$ cat config.mk
export PLATFORM = sky130hd
export DESIGN_NAME = mc_ctrl
export DESIGN_NICKNAME = d
export VERILOG_FILES = /design/src/rtl/mc_ctrl.sv
export SDC_FILE = /design/constraint.sdc
export NUM_CORES = 1
export LEC_CHECK = 0
export CORE_AREA = 2 2 39 41
export CTS_BUF_LIST = sky130_fd_sc_hd__clkbuf_4
export DETAILED_ROUTE_END_ITERATION = 8
export DIE_AREA = 0 0 41 43
export DONT_BUFFER_PORTS = 1
export PLACE_DENSITY = 0.67
export REMOVE_ABC_BUFFERS = 1
export SYNTH_ARGS = -nofsm -noshare
export SYNTH_HDL_FRONTEND = slang
export SYNTH_SLANG_ARGS = --single-unit
$ cat constraint.sdc
create_clock -name clk -period 1.6 [get_ports clk]
set_input_delay 0.24 -clock clk [delete_from_list [all_inputs] [get_ports clk]]
set_output_delay 0.24 -clock clk [all_outputs]
set_load 0.05 [all_outputs]
$ cat src/rtl/mc_ctrl.sv
// mc_ctrl: multi-cycle control unit for the MIPS-lite CPU.
// A Moore FSM walks each instruction through FETCH/DECODE/EXE/MEM/WB and drives
// every datapath select and write enable from the current state and the IR.
module mc_ctrl (
  input  logic        clk,
  input  logic        reset,
  input  logic [31:0] instr,
  input  logic        zero,
  output logic        PCWr,
  output logic        IRWr,
  output logic [1:0]  NPCOp,
  output logic        RegWr,
  output logic [1:0]  RegDst,
  output logic [1:0]  WDSel,
  output logic        ALUSrc,
  output logic [1:0]  ALUOp,
  output logic        MemWr,
  output logic [1:0]  EOp,
  output logic        done,
  output logic [2:0]  state
);

  typedef enum logic [2:0] {
    StFetch  = 3'd0,
    StDecode = 3'd1,
    StExe    = 3'd2,
    StMem    = 3'd3,
    StWb     = 3'd4
  } state_e;

  state_e state_q, state_d;

  // Instruction decode
  logic [5:0] op, funct;
  logic       is_rtype, is_addu, is_subu, is_jr, is_ori, is_lui;
  logic       is_lw, is_sw, is_beq, is_j, is_jal, is_unsup;
  logic       unused_instr;

  assign op       = instr[31:26];
  assign funct    = instr[5:0];
  assign is_rtype = (op == 6'b000000);
  assign is_addu  = is_rtype && (funct == 6'b100001);
  assign is_subu  = is_rtype && (funct == 6'b100011);
  assign is_jr    = is_rtype && (funct == 6'b001000);
  assign is_ori   = (op == 6'b001101);
  assign is_lui   = (op == 6'b001111);
  assign is_lw    = (op == 6'b100011);
  assign is_sw    = (op == 6'b101011);
  assign is_beq   = (op == 6'b000100);
  assign is_j     = (op == 6'b000010);
  assign is_jal   = (op == 6'b000011);
  assign is_unsup = !(is_addu || is_subu || is_jr || is_ori || is_lui ||
                      is_lw || is_sw || is_beq || is_j || is_jal);

  // Register, immediate and shamt fields are datapath concerns only.
  assign unused_instr = ^instr[25:6];

  // State register; reset returns to FETCH immediately.
  always_ff @(posedge clk or posedge reset) begin
    if (reset) begin
      state_q <= StFetch;
    end else begin
      state_q <= state_d;
    end
  end

  // Next-state selection: short instructions leave from DECODE, beq from EXE,
  // sw from MEM, everything else from WB.
  always_comb begin
    state_d = StFetch;
    case (state_q)
      StFetch:  state_d = StDecode;
      StDecode: begin
        if (is_j || is_jal || is_jr || is_unsup) begin
          state_d = StFetch;
        end else begin
          state_d = StExe;
        end
      end
      StExe: begin
        if (is_lw || is_sw) begin
          state_d = StMem;
        end else if (is_beq) begin
          state_d = StFetch;
        end else begin
          state_d = StWb;
        end
      end
      StMem:    state_d = is_lw ? StWb : StFetch;
      StWb:     state_d = StFetch;
      default:  state_d = StFetch;
    endcase
  end

  // Outputs: selects held for the whole instruction after FETCH, enables per state,
  // and reset overrides everything to zero.
  always_comb begin
    PCWr   = 1'b0;
    IRWr   = 1'b0;
    RegWr  = 1'b0;
    MemWr  = 1'b0;
    done   = 1'b0;
    NPCOp  = 2'b00;
    RegDst = 2'b00;
    WDSel  = 2'b00;
    ALUSrc = 1'b0;
    ALUOp  = 2'b00;
    EOp    = 2'b00;

    if (!reset && (state_q inside {StDecode, StExe, StMem, StWb})) begin
      if (is_addu || is_subu) RegDst = 2'b01;
      if (is_jal)             RegDst = 2'b10;
      if (is_lw)              WDSel  = 2'b01;
      if (is_jal)             WDSel  = 2'b10;
      if (is_ori || is_lui || is_lw || is_sw) ALUSrc = 1'b1;
      if (is_subu || is_beq)  ALUOp  = 2'b01;
      if (is_ori || is_lui)   ALUOp  = 2'b10;
      if (is_ori)             EOp    = 2'b01;
      if (is_lui)             EOp    = 2'b10;
      if (is_beq)             EOp    = 2'b11;
      if (is_beq)             NPCOp  = 2'b01;
      if (is_j || is_jal)     NPCOp  = 2'b10;
      if (is_jr)              NPCOp  = 2'b11;
    end

    case (state_q)
      StFetch: begin
        IRWr = 1'b1;
        PCWr = 1'b1;
      end
      StDecode: begin
        if (is_j || is_jal || is_jr) PCWr = 1'b1;
        if (is_jal)                  RegWr = 1'b1;
        if (is_j || is_jal || is_jr || is_unsup) done = 1'b1;
      end
      StExe: begin
        if (is_beq) begin
          PCWr = zero;
          done = 1'b1;
        end
      end
      StMem: begin
        if (is_sw) begin
          MemWr = 1'b1;
          done  = 1'b1;
        end
      end
      StWb: begin
        RegWr = 1'b1;
        done  = 1'b1;
      end
      default: ;
    endcase

    if (reset) begin
      PCWr  = 1'b0;
      IRWr  = 1'b0;
      RegWr = 1'b0;
      MemWr = 1'b0;
      done  = 1'b0;
    end
  end

  assign state = state_q;

endmodule

-- Yosys cells after proc, flatten, opt, wreduce, memory -nomap -nowiden
Cells that the tools add are included.
- bits in registers: 3
- latch bits: 0
- bits in writable memories: 0
- memory bits (read-only): 0
- memories kept: 0
- add/subtract/negate cells: 0
- multipliers: 0
- divide/modulo/power cells: 0
- magnitude comparators: 0
- eq/ne operators: 14
- shift operators: 0
- multiplexer cells: 40
- bitwise operators: 0
- reductions and logical operators: 26
- operators by type and width (operator ; number):
    2-bit 2-to-1 mux ; 13
    6-bit equality test (second input constant) ; 4
    1-bit 2-to-1 mux ; 20
    6-bit by 4-bit equality test with 1-bit output (second input constant) ; 3
    1-bit logical OR ; 17
    6-bit by 2-bit equality test with 1-bit output (second input constant) ; 2
    3-bit case mux with 4 select lines ; 1
    3-bit 2-to-1 mux ; 3
    3-bit by 2-bit equality test with 1-bit output (second input constant) ; 2
    6-bit by 3-bit equality test with 1-bit output (second input constant) ; 1
    6-bit logical NOT ; 1
    1-bit logical AND ; 4
    1-bit case mux with 4 select lines ; 1
    4-bit nonzero test ; 1
    3-bit by 1-bit equality test with 1-bit output (second input constant) ; 1
    3-bit equality test (second input constant) ; 1
    3-bit logical NOT ; 1
    1-bit case mux with 3 select lines ; 1
    1-bit logical NOT ; 2
    1-bit case mux with 2 select lines ; 1

-- Longest topological paths before layout
Gate-level depths: netlist (run 1).
- word-level depth: 16
- mapped depth: 7
- gate-level depth less buffers: 5

-- Worst setup path after synthesis (run 1)
OpenSTA, ideal clock, no wires.
- path type: flip-flop to output port
- from: register state_q[0] (netlist: state[0])
- to: output port MemWr
- arrival: 2514 ps
- data required time: 1360 ps
- setup slack: -1154 ps
- stages on the path, launching flop included: 4
- cell sequence: dfrtp_1 -> clkbuf_1 -> nand2_1 -> nor4_1
- word-level cells in the longest chain between the ends: 3
- RTL lines (what ; line ; text):
    from (decl) ; 31 ; state_e state_q, state_d;
    from (signal assigned) ; 61 ; state_q <= StFetch;
    from (signal assigned) ; 63 ; state_q <= state_d;
    3-bit by 2-bit equality test with 1-bit output ; 126 ; case (state_q)
    1-bit 2-to-1 mux ; 126 ;
    1-bit 2-to-1 mux ; 155 ; if (reset) begin
    to (decl) ; 17 ; output logic MemWr,
No other way between the ends.

-- Worst setup path after layout (run 1)
- from: register state_q[0] (netlist: state[0])
- to: output port EOp[0]
- word-level cells in the longest chain between the ends: 4
- RTL lines (what ; line ; text):
    3-bit by 1-bit equality test with 1-bit output, or another cell as far along ; 110 ; if (!reset && (state_q inside {StDecode, StExe, StMem, StWb})) begin
    4-bit nonzero test (*) ; 110 ;
    1-bit logical AND (*) ; 110 ;
    2-bit 2-to-1 mux (*) ; 110 ;
    to (decl) ; 18 ; output logic [1:0] EOp,
Every way passes the cells marked *; elsewhere a longest branch is shown, timed or not.

==> impl_metrics.toml, run 1 <==
[worst_setup_path]
crit_fanout = 5
r2r_end = "state[2]"
r2r_cells = 5
rrSetupSlack_ps = 290
cp.required_ps = 1360
startpoint_type = "flop"
worstSetupEndpointType = "output pin"
worstSetupPathType = "reg -> out"
rr_startpoint = "state[0]"
critPathArrivalTime_ps = 1700

[pwr]
p_leak_uw = 0.000459
power.density_nw_per_um2 = 851
p_seq_frac = 0.104
fin_total_pwr_uw = 991
p_int_uw = 535
p_clk_frac = 0.158
sw_frac_of_total = 0.460
irDropWorstVdd_mv = 0.449
pwr-share-comb = 0.738
switchingPower_uw = 456

[clocking]
h-tree-depth = 1
cts.reportedPaths.clkPinSlew_ps = 40
cts_buffer_depth = 2
cts_num_sinks = 3
clock_latency_ps = 240
tritoncts = "yes"
cts-root-buf = "clkbuf_4"
cts_buffers = 3

[detailed_routing]
drtAntennaViolNets = 0
routedWlPerCell_um = 17.6
avgViaCountPerCell = 5.94
drtIter0Drc = 5
drtPass1Iterations = 4
drc = 0
drt_wl_total_um = 2270
num_vias = 766

[timing]
setup_ws_ps = -343
period_needed_ps = 1940
hold_viol = 0
clock_skew_ps = 0.296
fin_crit_sh = 1.21
finalMaxSlewViolations = 0
setup_viol = 16
rsz0062_at_grt = "yes"
worst_pin_slew_ps = 581
max_freq_ghz = 0.515
slew_headroom = 0.607
setup-tns-final_ps = -3920
timing.hold.ws_ps = 328

[cells_and_area]
multi_input_area_um2 = 549
nets = 149
ff_latch_area_um2 = 75.1
fill_cells = 79
antenna_cells = 0
largest_reg_flops = 3
syn_to_final_growth_pct = 110
drive_above_1_share = 0.628

[yosys]
ys_seq_area_frac = 0.135
ys_seq_elements = 3
syn_area_um2 = 554
yosys_warnings = 0
async_flop_share = 1.00
yosysUniqueCellTypes = 41
syn_area_per_cell_um2 = 7.49
synth_ff_type = "dfrtp_1"
synth_edf_count = 0
netlist_instances = 74

[run]
drv_cap = 0

[status]
status = "complete, but fails checks"
violations = "setup timing"

[floorplan]
die_w_um = 41
initial_utilization = 0.401
rows = 14
die_area_um2 = 1760
core_um2 = 1380
die_y_um = 43
design.portCount = 54

[global_route]
overflow = 0
grt_pass1_wl_um = 3000
grt_max_degree = 10
grt_pass1_vias = 736
antenna_found_initial = 0
grt_use_total = 0.246

[place]
place.port_buffers = 0
finalWeightedCongestion = 0.803
dpl.hpwl_um = 1260

[hold_path]
min_path_type = "in -> async"
-- worst max path at each step --
| stage | startpoint | endpoint | slack [ps] | cells after the start |
|---|---|---|---|---|
| 6_report | state[0] | EOp[0] | -340 | 6 |
| 4_1_cts | state[1] | EOp[0] | -370 | 5 |
| 3_5_place_dp | state[1] | WDSel[1] | -240 | 5 |
| 2_1_floorplan | state[0] | RegDst[1] | -1370 | 3 |
| 5_1_grt | state[0] | EOp[0] | -390 | 7 |
| 3_3_place_gp | state[0] | WDSel[1] | -230 | 5 |
-- cells in the final DEF, fill, tap and decap left out, types with 2 or more instances in the layout --
master	count
nor3_1	3
nor4_4	3
buf_6	16
nand4_1	2
nor2_4	5
a21oi_2	2
nand2_1	6
nand3_1	3
nor2b_1	4
a21oi_4	2
buf_8	3
dfrtp_1	3
inv_1	2
buf_12	7
o21ai_2	2
and4b_1	2
nor2_1	3
buf_4	13
nor3_2	2
clkbuf_4	4
-- area by class of cell --
type,instances,share of cell area
tap,16,0.0172
clock buffer,4,0.0258
inverter,4,0.0150
multi-input combinational,62,0.472
sequential,3,0.0644
timing repair buffer,40,0.406
-- cell usage after synthesis, types with 2 or more instances --
cell type,number,area [um^2]
nand3_1,4,20.0
buf_6,2,22.5
a21oi_1,4,20.0
nor2_1,7,26.3
nor3_2,2,20.0
nand4_1,2,12.5
nor4_1,2,12.5
inv_1,3,11.3
nand2_1,7,26.3
buf_4,2,15.0
dfrtp_1,3,75.1
and4b_1,2,20.0
nor3_1,3,15.0
nor2b_1,4,25.0
-- per-layer routing --
layer | global-route usage | vias to the layer above | share of wire
met1 | 0.254 | 363 | 0.33
met2 | 0.413 | 34 | 0.57
met5 | 0 | - | 0
met3 | 0.0576 | 12 | 0.056
li1 | - | 357 | -
met4 | 0.153 | 0 | 0.041
-- power by group through the flow --
stage | Sequential [uW] | Combinational (uW) | Clock (uW)
finish | 103 | 732 | 156
global route | 105 | 766 | 161
detailed placement | 108 | 485 | 0
floorplan | 192 | 233 | 0
CTS | 100 | 677 | 157
global placement | 106 | 483 | 0
-- worst max-delay path: stages (launching register included) --
cell	delay, ps
dfrtp_1	350
buf_4	150
nor3_1	50
or3_4	420
buf_12	170
o22ai_4	170
buf_12	160
-- timing repair --
item | in CTS | in global routing
endpoints found under the setup margin | 16 | 16
setup buffers | 6 | 4
hold buffers | 1 | 0
endpoints found under the hold margin | 3 | 0
pin swaps | 7 | 4
gates resized for setup | 28 | 25
-- cell families (layout without fill, tap and decap cells) --
family / Yosys count / in the layout / synth area share
compound gates: 16 / 16 / 0.217
buf+inv: 9 / 48 / 0.102
flops: 3 / 3 / 0.135
mux: 1 / 1 / 0.0203
simple gates: 45 / 45 / 0.526
-- per-stage QoR --
stage / std cells / setup WS, ps / utilization / cell area, um^2
4_1_cts: 126 / -367 / 0.751 / 1040
2_1_floorplan: 69 / -1370 / - / 513
3_3_place_gp: 115 / -227 / 0.595 / 823
3_5_place_dp: 115 / -242 / 0.595 / 823
5_1_grt: 129 / -393 / 0.842 / 1160
6_report: 129 / -343 / 0.842 / 1160
Power figures use the tool's default switching activity.
==> run 2: changes to the inputs <==
--- a/config.mk
+++ b/config.mk
@@ -5,6 +5,7 @@
 export SDC_FILE = /design/constraint.sdc
 export NUM_CORES = 1
 export LEC_CHECK = 0
+export CAP_MARGIN = 20
 export CORE_AREA = 2 2 39 41
 export CTS_BUF_LIST = sky130_fd_sc_hd__clkbuf_4
 export DETAILED_ROUTE_END_ITERATION = 8
==> results of run 2 <==
Same layout as run 1: the final DEF is identical, and so are final timing and power.
